## src/rtl/cw_sequencer.sv

```systemverilog
// Fetch/execute sequencer: latches an instruction, applies the decoder's control word
// to the datapath and halts permanently if more than one unit tries to drive the databus.
module cw_sequencer #(
  parameter logic [1:0] FETCH_PC_FS = 2'b01
) (
  input  logic        clock,
  input  logic        reset,
  input  logic [63:0] databus,
  input  logic [32:0] cw_in,
  input  logic [4:0]  status_in,
  output logic [31:0] I,
  output logic [1:0]  state,
  output logic [4:0]  status,
  output logic        alu_en,
  output logic        alu_bs,
  output logic [4:0]  alu_fs,
  output logic        rf_b_en,
  output logic [4:0]  rf_sa,
  output logic [4:0]  rf_sb,
  output logic [4:0]  rf_da,
  output logic        rf_w,
  output logic        ram_en,
  output logic        ram_w,
  output logic        pc_en,
  output logic [1:0]  pc_fs,
  output logic        pc_is,
  output logic        fetch,
  output logic        fault
);

  typedef enum logic [1:0] {
    PH_FETCH = 2'd0,
    PH_EXEC  = 2'd1,
    PH_HALT  = 2'd2
  } phase_t;

  phase_t      phase_q, phase_d;
  logic [31:0] i_q, i_d;
  logic [1:0]  state_q, state_d;
  logic [4:0]  status_q, status_d;
  logic        fault_q, fault_d;

  logic        cw_status_ld;
  logic [1:0]  cw_next_state;
  logic [2:0]  bus_drivers;
  logic        contention;
  logic        unused_databus_hi;

  assign cw_status_ld  = cw_in[2];
  assign cw_next_state = cw_in[1:0];
  // Only the instruction half of the bus is ever latched.
  assign unused_databus_hi = ^databus[63:32];

  assign bus_drivers = {2'b00, cw_in[32]} + {2'b00, cw_in[25]}
                     + {2'b00, cw_in[8]}  + {2'b00, cw_in[6]};
  assign contention  = (bus_drivers > 3'd1);

  always_comb begin
    phase_d  = phase_q;
    i_d      = i_q;
    state_d  = state_q;
    status_d = status_q;
    fault_d  = fault_q;

    alu_en  = 1'b0;
    alu_bs  = 1'b0;
    alu_fs  = 5'b11111;
    rf_b_en = 1'b0;
    rf_sa   = 5'd31;
    rf_sb   = 5'd31;
    rf_da   = 5'd31;
    rf_w    = 1'b0;
    ram_en  = 1'b0;
    ram_w   = 1'b0;
    pc_en   = 1'b0;
    pc_fs   = 2'b00;
    pc_is   = 1'b0;
    fetch   = 1'b0;

    case (phase_q)
      PH_FETCH: begin
        ram_en  = 1'b1;
        pc_fs   = FETCH_PC_FS;
        fetch   = 1'b1;
        i_d     = databus[31:0];
        state_d = 2'd0;
        phase_d = PH_EXEC;
      end

      PH_EXEC: begin
        alu_en  = cw_in[32];
        alu_bs  = cw_in[31];
        alu_fs  = cw_in[30:26];
        rf_b_en = cw_in[25];
        rf_sa   = cw_in[24:20];
        rf_sb   = cw_in[19:15];
        rf_da   = cw_in[14:10];
        rf_w    = cw_in[9];
        ram_en  = cw_in[8];
        ram_w   = cw_in[7];
        pc_en   = cw_in[6];
        pc_fs   = cw_in[5:4];
        pc_is   = cw_in[3];
        if (contention) begin
          // Block every state-changing write so the bad instruction leaves no trace.
          rf_w    = 1'b0;
          ram_w   = 1'b0;
          pc_fs   = 2'b00;
          fault_d = 1'b1;
          phase_d = PH_HALT;
        end else begin
          if (cw_status_ld) begin
            status_d = status_in;
          end
          if (cw_next_state == 2'd0) begin
            phase_d = PH_FETCH;
            state_d = 2'd0;
          end else begin
            state_d = cw_next_state;
          end
        end
      end

      PH_HALT: begin
        pc_fs = FETCH_PC_FS;
      end

      default: begin
        phase_d = PH_FETCH;
      end
    endcase
  end

  always_ff @(posedge clock or posedge reset) begin
    if (reset) begin
      phase_q  <= PH_FETCH;
      i_q      <= 32'd0;
      state_q  <= 2'd0;
      status_q <= 5'd0;
      fault_q  <= 1'b0;
    end else begin
      phase_q  <= phase_d;
      i_q      <= i_d;
      state_q  <= state_d;
      status_q <= status_d;
      fault_q  <= fault_d;
    end
  end

  assign I      = i_q;
  assign state  = state_q;
  assign status = status_q;
  assign fault  = fault_q;

endmodule

```

## config.mk

```make
export PLATFORM = sky130hd
export DESIGN_NAME = cw_sequencer
export DESIGN_NICKNAME = d
export VERILOG_FILES = /design/src/rtl/cw_sequencer.sv
export SDC_FILE = /design/constraint.sdc
export NUM_CORES = 1
export LEC_CHECK = 0
export ABC_AREA = 1
export CAP_MARGIN = 10
export CORE_MARGIN = 3
export CORE_UTILIZATION = 33
export CTS_CLUSTER_DIAMETER = 50
export CTS_CLUSTER_SIZE = 28
export DETAILED_ROUTE_END_ITERATION = 6
export PLACE_DENSITY = 0.86
export SLEW_MARGIN = 20
export SYNTH_ARGS = -nofsm -noshare
export SYNTH_HDL_FRONTEND = slang
export SYNTH_SLANG_ARGS = --single-unit
```

## constraint.sdc

```tcl
create_clock -name clock -period 3.5 [get_ports clock]
set_input_delay 0.525 -clock clock [delete_from_list [all_inputs] [get_ports clock]]
set_output_delay 0.525 -clock clock [all_outputs]
set_load 0.02 [all_outputs]
```

; Yosys cells after proc, flatten, opt, wreduce, memory -nomap -nowiden
; Cells that the tools add are included.
[classes]
n_addsub = 3
multipliers = 0
div = 0
n_lt_le_gt_ge = 1
eq_ne = 4
shifts = 0
n_mux = 23
bitwise_logic = 2
n_reduce_logical = 8
[op_table]
columns = operator, n
row1 = 5-bit two-way mux, 4
row2 = 1-bit two-way mux, 10
row3 = 2-bit two-way mux, 5
row4 = 2-bit case mux with 2 select lines, 2
row5 = 2-bit case mux with 3 select lines, 1
row6 = 2-bit AND reduction, 3
row7 = 2-bit logical NOT, 2
row8 = 2-bit by 1-bit adder with 3-bit output, 1
row9 = 3-bit by 1-bit adder with 3-bit output, 1
row10 = "3-bit by 1-bit greater-than comparator with 1-bit output, second input constant", 1
row11 = "3-bit != test, second input constant", 1
row12 = 3-bit AND reduction, 1
row13 = 1-bit by 1-bit adder with 2-bit output, 1
row14 = "2-bit by 1-bit equality test with 1-bit output, second input constant", 1
row15 = "2-bit equality test, second input constant", 1
row16 = "2-bit != test, second input constant", 1
row17 = 1-bit NOT, 2
row18 = 1-bit case mux with 2 select lines, 1
row19 = 2-bit nonzero test, 1
row20 = 2-bit OR reduction, 1
[totals]
reg_bits = 42
latchBits = 0
ramBits = 0
rom_bits = 0
in_bits = 104
out_inout_bits = 71
n_memories = 0

; Logic depth before layout (Yosys ltp)
[logic_depth]
ltp_word = 6
depth_mapped = 9

; Least setup slack after synthesis
; Ideal clock, no wire load.
[synth_path]
kind = in2out
from = input port cw_in[6]
to = output port pc_fs[1]
arrival_ns = 1.857
t_required_ns = 2.975
setup_slack_ns = 1.118
stages = 6
n_path_buf = 0
path_cell_list = inv_1 > fa_1 > inv_1 > a21oi_1 > nand2_1 > nor2_1
[synth_between]
elab_chain_len = 4
[synth_lines]
columns = item, line
row1 = from (decl), 9  ; input logic [32:0] cw_in,
row2 = 3-bit by 1-bit adder with 3-bit output, 55  ; + {2'b00, cw_in[8]} + {2'b00, cw_in[6]};
row3 = 3-bit by 1-bit greater-than comparator with 1-bit output, 56  ; assign contention = (bus_drivers > 3'd1);
row4 = 2-bit two-way mux, 104  ; if (contention) begin
row5 = 2-bit case mux with 2 select lines, 80  ; case (phase_q)
row6 = to (decl), 25  ; output logic [1:0] pc_fs,
; Every way passes these cells.

; Final worst setup path
[layout_path]
from = input port cw_in[6]
to = output port ram_w
[layout_between]
elab_chain_len = 4
[layout_lines]
columns = item, line
row1 = 3-bit by 1-bit adder with 3-bit output, 55
row2 = 3-bit by 1-bit greater-than comparator with 1-bit output, 56
row3 = 1-bit two-way mux, 104
row4 = 1-bit two-way mux, 80
row5 = to (decl), 23  ; output logic ram_w,
; Every way passes these cells.

==> flow_summary.toml <==
[timing]
post-route-min-period_ns = 3.21
max_freq_mhz = 311
finalCritPeriodShare_pct = 91.8
skew_ns = 0.00374
hold_violations = 0
rsz0062_at_grt = "false"
setup_violations = 0
relSlewSlack_pct = 35.1
slew_viol_final = 0
tightest_slew_ns = 0.973
finalSetupTns_ns = 0
worst_hold_slack_ns = 0.474

[setup_path]
crit_family = "buffers and inverters"
critPathBufInv = 4
arrival_ns = 2.69
cp_slowest_stage_delay_ns = 0.61
cp_cell_sequence = "clkdlybuf4s50_1, inv_1, fa_1, inv_1, a21oi_1, nand2_1, nor2_1, clkdlybuf4s50_1"
cp_data_required_time_ns = 2.97
end_kind = "output pin"
path_max_fanout = 4
crit_type = "in -> out"
path_depth = 8
crit_path_start_kind = "primary input"
r2r_cells = 4
crit_slowest_cell = "clkdlybuf4s50_1"

[power]
power.switching_mw = 1.26
power_density_mw_per_mm2 = 853
ir_drop_mv = 0.494
power.leakage_nw = 1.62
p_clk_share_pct = 9.9
p_total_mw = 2.92
swShare_pct = 43.2
p_comb_share_pct = 60.8
power.internal_mw = 1.66
share_seq_of_total_power_pct = 29.3

[detailed_routing]
drc_errors = 0
ant_nets = 0
top_layer_used = "met4"
routed_wirelength_mm = 5.82
via_per_inst = 4.36
vias = 1929
wirelength_met1_mm = 1.95
detail_route.first_pass.iterations = 4
wl_met3_um = 806
drtIter0Drc = 110
wl_met2_mm = 3.04
wl_per_cell_um = 13.2

[synthesis]
synth_top_area_share_pct = 55.9
synthArstFlopShare_pct = 100
synth_largest_area_cell = "dfrtp_1"
synth_common_cells = "nand2_1, dfrtp_1, or2_2"
synth_seq_cells = 42
post_synth_num_cell_types = 17
synth.area.top_cells = "dfrtp_1, nand2_1, or2_2"
yosys_most_used_dff = "dfrtp_1"
seq_area_frac_synth_pct = 55.9
syn_nets = 335
syn_avg_cell_area_um2 = 8.17
synth-edff-count = 0
synth_area_mm2 = 0.00188
ys.warnings.count = 0
syn_inst = 230
synth_most_common_cell = "nand2_1"

[worst_hold_path]
min_path_type = "reg -> reg"
hold_depth = 2

[clocking]
cts_max_level = 2
clockRootBuffer = "clkbuf_8"
clock_path_buffers = 2
cts_tree = "yes"
postCtsSetupRepairBufs = 0
numCtsBuffers = 5
cts_resized = 0
clock_latency_ns = 0.28
clkSlewWorstSetupHoldPaths_ns = 0.07
ctsHoldBuffers = 0
clock-sinks = 42

[placed_design]
place.gp.congestion = 0.743
post-place-cells = 435
port_buffers = 142
hpwl_mm = 4.60

[final_layout]
synthToLayoutAreaGrowth_pct = 82.3
final_core_util_pct = 64.6
num_antenna_cells = 0
drive_above_1_share_pct = 8.33
layout.nets = 477
final_cell_count_no_fill = 442

[floorplan]
die_w_um = 81.5
dieArea_mm2 = 0.00664
start_util_pct = 35.4
core_area_mm2 = 0.00530
fp-row-count = 26
io_pins = 175
die_y_um = 81.5

[job]
max-cap-violations = 0

[global_routing]
grt_pass1_vias = 1895
grt_antenna_before_repair = 0
grt_pass1_wl_mm = 8.68
grt_max_degree = 43
gr-usage-all-layers_pct = 17.0
overflow = 0

[run_status]
status = "finished clean"
cell usage in the layout, fill, tap and decap left out:
cell type        count
a21oi_1              2
buf_4                2
dfrtp_1             42
clkbuf_8             5
inv_2                3
clkdlybuf4s50_1    142
nand2_1            121
fa_1                 1
clkbuf_1             1
nor2_2               1
or2_2               18
nor2_4               1
inv_1               11
or2_1                2
nor2_1               9
o21ai_0              4
clkinvlp_4           1
nand4_1              6
tightest hold or removal path: cells and delay by family (launching register included):
family           cells  cell delay [ns]
and+or+nand+nor      2             0.10
DFF                  1             0.34
layer usage:
layer	track usage [%]	vias up
li1	-	969
met1	16.1	862
met2	33.8	94
met3	7.02	4
met4	3.55	0
met5	0	-
worst paths after layout:
kind	startpoint	to	slack (ns)
setup / recovery	cw_in[6]	ram_w	0.29
hold / removal	status[2]	status[2]	0.47
setup reg to reg	phase_q[1]	phase_q[0]	1.61
hold reg to reg	status[2]	status[2]	0.47
max in group asynchronous	reset	I[8]	2.22
min in group asynchronous	reset	I[2]	0.74
sequential cells by signal, indices dropped and copies added (netlist names):
name	cells
I	32
status	5
phase_q	2
state	2
fault	1
cell type report:
cell class | instances | area [um^2]
fillers | 441 | 1880
repair buffers | 144 | 1440
flip-flops and latches | 42 | 1050
multi-input cells | 165 | 718
well taps | 70 | 87.6
clock buffers | 6 | 72.6
inverters | 14 | 52.6
clock inverters | 1 | 7.51
stage by stage:
| stage | area (um^2) | setup WS [ns] |
|---|---|---|
| after floorplan | 1880 | 1.12 |
| after global placement | 3350 | 0.311 |
| after detailed placement | 3350 | 0.287 |
| after CTS | 3430 | 0.278 |
| after global routing | 3430 | 0.109 |
| final | 3430 | 0.287 |
logic make-up (layout without fill, tap and decap cells):
group | count (synthesis) | after routing | share of synthesized area (%)
and+or+nand+nor | 158 | 158 | 35.6
DFF | 42 | 42 | 55.9
AOI/OAI and AO/OA | 6 | 6 | 1.60
buffers and inverters | 23 | 165 | 5.86
adders and majority gates | 1 | 1 | 1.07
power groups by stage:
stage | clock (mW) | sequential (mW) | combinational (mW)
finish | 0.289 | 0.855 | 1.78
CTS | 0.301 | 0.856 | 1.81
detailed placement | 0 | 0.860 | 1.81
global route | 0.323 | 0.880 | 1.92
floorplan | 0 | 1.12 | 0.690
global placement | 0 | 0.848 | 1.77
No activity file was read; power rests on OpenSTA's default activity.
==> patch 1: new RTL, config.mk and constraints unchanged <==
The 3 values of `phase_t` get a one-hot encoding in 3 bits.
--- a/src/rtl/cw_sequencer.sv
+++ b/src/rtl/cw_sequencer.sv
@@ -28,10 +28,10 @@
   output logic        fault
 );
 
-  typedef enum logic [1:0] {
-    PH_FETCH = 2'd0,
-    PH_EXEC  = 2'd1,
-    PH_HALT  = 2'd2
+  typedef enum logic [2:0] {
+    PH_FETCH = 3'b001,
+    PH_EXEC  = 3'b010,
+    PH_HALT  = 3'b100
   } phase_t;
 
   phase_t      phase_q, phase_d;
Function: same outputs for any inputs over 10 cycles, from zero or initial values and one cycle with reset high; not proved beyond that.
==> patch 1 against the unedited design <==
- synthesized area increased by 4.4%
- final area grew 3.7%
- highest routed layer unchanged
- wire length increased by 0.36%
- worst setup slack got worse by 24 ps
- critical path depth grew 2
- clock skew rose by 8.9 ps
- clock power up 40%
- critical endpoint is now pc_fs[0]
- largest cell class unchanged
- total power increased by 4.9%
- sequential cell count increased by 1
==> patch 1: results (changes against the unedited design) <==
[status]
outcome = completed

[grt]
globalRouteTotalUtil_pct = 17.38  ; +0.33 points
grtUsageMet2_pct = 30.25  ; -3.5 points
groute.layer.met1.usage_pct = 21.01  ; +4.9 points
gr-usage-met3_pct = 4.960  ; -2.1 points
maximum_number_of_pins_on_one_net_before_global_route_repair = 44  ; +2.3%

[logic_synthesis]
synth_top_cells_by_area = sky130_fd_sc_hd__dfrtp_1 (54%), sky130_fd_sc_hd__nand2_1 (25%), sky130_fd_sc_hd__or2_1 (6.4%)
ys_types = 16  ; -1
mappedNetlistNets = 353  ; +5.4%
fraction_of_the_mapped_netlist_area_in_compound_gates_pct = 0.5102  ; -1.1 points
ys_top_cells_by_count = sky130_fd_sc_hd__nand2_1 (129), sky130_fd_sc_hd__dfrtp_1 (42), sky130_fd_sc_hd__or2_1 (20)

[setup_path]
crit-reg2reg-capture = I[11]$_DFFE_PP0P_
critical_path.endpoint = pc_fs[0]
signal_arrival_time_at_the_worst_endpoint_ps = 2710  ; +20 ps
timing.rr.start = phase_q[0]$_DFFE_PP1P_
cp_slowest_stage_delay_ps = 630  ; +20 ps
timing.reg2reg.setup_slack_ps = 1640  ; +30 ps
crit_path_max_fanout = 3  ; -1

[sta]
worst-slew-pin-transition_ps = 876.9  ; -96.10 ps
layout_setup_ws_ps = 263.4  ; -23.53 ps

[place]
preCtsSetupSlack_ps = 257.6  ; -29.06 ps
place.gp.congestion = 0.7877  ; +6.0%
place_hpwl_mm = 4.605  ; +0.11%

[route]
dr.first_iter.drc_count = 99  ; -10%
detail_route.wl_per_cell_um = 12.64  ; -4.0%

[cells_and_area]
fillCellCount = 491  ; +11%

[pwr]
power_leakage_nw = 1.707  ; +5.5%
irDropWorstVdd_mv = 0.4395  ; -11%

## patch 1: per-stage QoR
stage | cell area, um^2 | hold slack [ps] | std cells | util [%]
2_1_floorplan | 1962 | 547.3 | 248 | -
3_3_place_gp | 3432 | 454.1 | 454 | 60.83
3_5_place_dp | 3432 | 463.5 | 454 | 60.83
4_1_cts | 3553 | 482.0 | 462 | 62.99
5_1_grt | 3553 | 506.0 | 462 | 62.99
6_report | 3553 | 477.8 | 462 | 62.99
## patch 1: power by group
part	switching, mW	internal [mW]
clock	0.171	0.235
combinational	0.987	0.793
sequential	0.131	0.748
total	1.29	1.78
## patch 1: layout make-up
type	count	area [um^2]	area share [%]
Clock inverter	2	38.79	1.092
Inverter	20	75.07	2.113
Tap cell	72	90.09	2.535
Clock buffer	6	82.58	2.324
Timing Repair Buffer	144	1436	40.42
Multi-Input combinational cell	175	753.2	21.20
Sequential cell	43	1077	30.32
==> patch 2: new RTL, config.mk and constraints unchanged <==
Made on the original files. Add an input register stage for `databus` and `status_in`, with the module's reset; this delays them by one clock. The other inputs are not delayed to match.
--- a/src/rtl/cw_sequencer.sv
+++ b/src/rtl/cw_sequencer.sv
@@ -34,6 +34,19 @@
     PH_HALT  = 2'd2
   } phase_t;
 
+  logic [63:0] databus_q;
+  logic [4:0] status_r;
+
+  always_ff @(posedge clock or posedge reset) begin
+    if (reset) begin
+      databus_q <= '0;
+      status_r  <= '0;
+    end else begin
+      databus_q <= databus;
+      status_r  <= status_in;
+    end
+  end
+
   phase_t      phase_q, phase_d;
   logic [31:0] i_q, i_d;
   logic [1:0]  state_q, state_d;
@@ -49,7 +62,7 @@
   assign cw_status_ld  = cw_in[2];
   assign cw_next_state = cw_in[1:0];
   // Only the instruction half of the bus is ever latched.
-  assign unused_databus_hi = ^databus[63:32];
+  assign unused_databus_hi = ^databus_q[63:32];
 
   assign bus_drivers = {2'b00, cw_in[32]} + {2'b00, cw_in[25]}
                      + {2'b00, cw_in[8]}  + {2'b00, cw_in[6]};
@@ -82,7 +95,7 @@
         ram_en  = 1'b1;
         pc_fs   = FETCH_PC_FS;
         fetch   = 1'b1;
-        i_d     = databus[31:0];
+        i_d     = databus_q[31:0];
         state_d = 2'd0;
         phase_d = PH_EXEC;
       end
@@ -110,7 +123,7 @@
           phase_d = PH_HALT;
         end else begin
           if (cw_status_ld) begin
-            status_d = status_in;
+            status_d = status_r;
           end
           if (cw_next_state == 2'd0) begin
             phase_d = PH_FETCH;
Formal check against the unedited RTL: not equivalent (a bounded check fails within 4 cycles, from zero or initial values and one cycle with reset high).
==> patch 2 against the unedited design <==
- non-clock buffer count rose by 2
- final area up 32%
- count of clock-buffer cells in the layout increased by 7
- worst setup slack got worse by 13 ps
- sequential cell count is 37 higher
- maximum frequency shrank 0.41%
- sequential power grew 52%
- synthesized area grew 49%
- clock power up 120%
- total power increased by 27%
- clock skew rose by 5.6 ps
- wire length grew 21%
- critical path type unchanged
- critical endpoint is now pc_fs[1]
- largest cell class is now sequential cells
- highest routed layer is now met5
==> patch 2: results (changes against the unedited design) <==
[setup_path]
timing.reg2reg.setup_slack_ps = 1620
timing.critical_path.max_delay_family = buffers and inverters
crit-reg2reg-capture = I[6]$_DFFE_PP0N_
crit_path_max_fanout = 4  ; unchanged
reg2reg_depth = 5  ; +1
timing.rr.start = phase_q[0]$_DFFE_PP0P_
crit_path_top_delay_cell = sky130_fd_sc_hd__clkdlybuf4s50_1
signal_arrival_time_at_the_worst_endpoint_ps = 2700  ; about the same
cp_slowest_stage_delay_ps = 630  ; +20 ps

[logic_synthesis]
ys_types = 17  ; unchanged
ys_top_cells_by_count = sky130_fd_sc_hd__nand2_1 (122), sky130_fd_sc_hd__dfrtp_1 (79), sky130_fd_sc_hd__or2_2 (18)
yosys_warnings = 0  ; unchanged
synth_seq_area_share_pct = 70.54  ; +15 points
share_of_synthesized_flip_flops_with_an_asynchronous_set_or_reset_pct = 100.0  ; unchanged
ys_dominant_reg_cell = sky130_fd_sc_hd__dfrtp_1
mappedNetlistNets = 372  ; +11%
synth_top_cells_by_area = sky130_fd_sc_hd__dfrtp_1 (71%), sky130_fd_sc_hd__nand2_1 (16%), sky130_fd_sc_hd__or2_2 (4.0%)

[worst_hold_path]
min_path_type = flop to flop
min_from = databus_q[25]$_DFF_PP0_
min_to = I[25]$_DFFE_PP0N_
hold_depth = 2  ; unchanged

[clock_network]
cts_max_path_buffers = 2  ; unchanged
post_cts_resize_count = 0  ; unchanged
cts_root_buffer = sky130_fd_sc_hd__clkbuf_8
post_cts_clock_slew_at_the_launch_and_capture_registers_of_the_worst_setup_and_hold_paths_ps = 80
cts_setup_buffers = 0  ; unchanged
htree_num_levels = 3  ; +1
cts_made_buffers = 9  ; +4
clock_latency_ps = 330  ; +50 ps

[route]
detailedRoute.firstPassIterationCount = 5  ; +1
routed-via-count = 2218  ; +15%
dr.first_iter.drc_count = 70  ; -36%
detail_route.wl_per_cell_um = 13.43  ; +2.0%
drc_errors = 0  ; unchanged

[status]
outcome = completed

[pwr]
cellInternalPower_mw = 2.274  ; +37%
power_leakage_nw = 2.118  ; +31%
irDropWorstVdd_mv = 0.3831  ; -23%

[grt]
maximum_number_of_pins_on_one_net_before_global_route_repair = 40  ; -7.0%
globalRouteTotalUtil_pct = 14.82  ; -2.2 points
grt_pass1_wl_mm = 11.42  ; +32%
antenna_found_initial = 1  ; +1
first_global_vias = 2388  ; +26%

[cells_and_area]
drive_gt1_share_pct = 10.00  ; +1.7 points
fillCellCount = 701  ; +59%
antenna_cells_inserted = 0  ; unchanged
final_nets = 520  ; +9.0%

[sta]
finClkSkew_ps = 9.374  ; +5.631 ps
hold-worst-slack_ps = 448.4  ; -25.49 ps
worst-slew-pin-transition_ps = 1004  ; +31.14 ps

[place]
place.gp.congestion = 0.8071  ; +8.6%
place_hpwl_mm = 5.251  ; +14%
buffer_ports.inserted = 142  ; unchanged

## patch 2: cell types whose count changed after synthesis, sizes merged
cell    change
nand2       +1
o21ai       -1
clkbuf      +1
dfrtp      +37
buf         -1
## patch 2: area by class of cell
cell class | instances | share of cell area, %
sequential | 79 | 43.73
timing repair buffer | 146 | 32.11
multi-input combinational | 165 | 15.86
clock buffer | 13 | 3.737
tap | 102 | 2.823
inverter | 14 | 1.190
clock inverter | 3 | 0.5536
## patch 2: cells by family after synthesis
family / after synthesis / synth area share (%)
adder cells (fa/ha/maj): 1 / 0.7143
buffers and inverters: 23 / 3.883
AND/OR/NAND/NOR: 159 / 23.97
AO/OA/AOI/OAI: 5 / 0.8927
flip-flops: 79 / 70.54
## patch 2: tightest hold or removal path, cell delays in order (launching register included)
cell and delay (ps):
sky130_fd_sc_hd__dfrtp_1 330, sky130_fd_sc_hd__nand2_1 50, sky130_fd_sc_hd__nand2_1 50
## patch 2: stage by stage
step	setup slack, ps	std cells	cell area, um^2
2_1_floorplan	951.6	267	2803
3_5_place_dp	256.4	506	4327
4_1_cts	244.6	522	4521
3_3_place_gp	301.6	506	4327
5_1_grt	125.4	522	4521
6_report	273.8	522	4521
## patch 2: routing by layer
| metal | GRT usage, % | vias to the layer above | wire length (um) |
|---|---|---|---|
| met5 | 0 | - | 13 |
| met2 | 24.76 | 74 | 3555 |
| met3 | 5.000 | 11 | 380 |
| met4 | 4.307 | 2 | 87 |
| met1 | 18.40 | 1029 | 2973 |
| li1 | - | 1102 | - |
## patch 2: how the worst max path moves through the flow
stage	start	end	slack, ps	cells past startpoint
after floorplan	reset	I[0]$_DFFE_PP0N_	950	1
after global placement	cw_in[6]	ram_w	300	8
after detailed placement	cw_in[6]	pc_fs[1]	260	8
after CTS	cw_in[6]	pc_fs[1]	240	8
after global routing	cw_in[6]	pc_fs[1]	130	8
final	cw_in[6]	pc_fs[1]	270	8
## patch 2: power by group through the flow
stage                     Combinational (mW)  Clock [mW]  Sequential [mW]
after floorplan                        0.681           0             1.58
after global placement                  1.75           0             1.31
after detailed placement                1.79           0             1.32
after CTS                               1.79       0.659             1.31
after global routing                    1.90       0.708             1.34
final                                   1.76       0.640             1.30
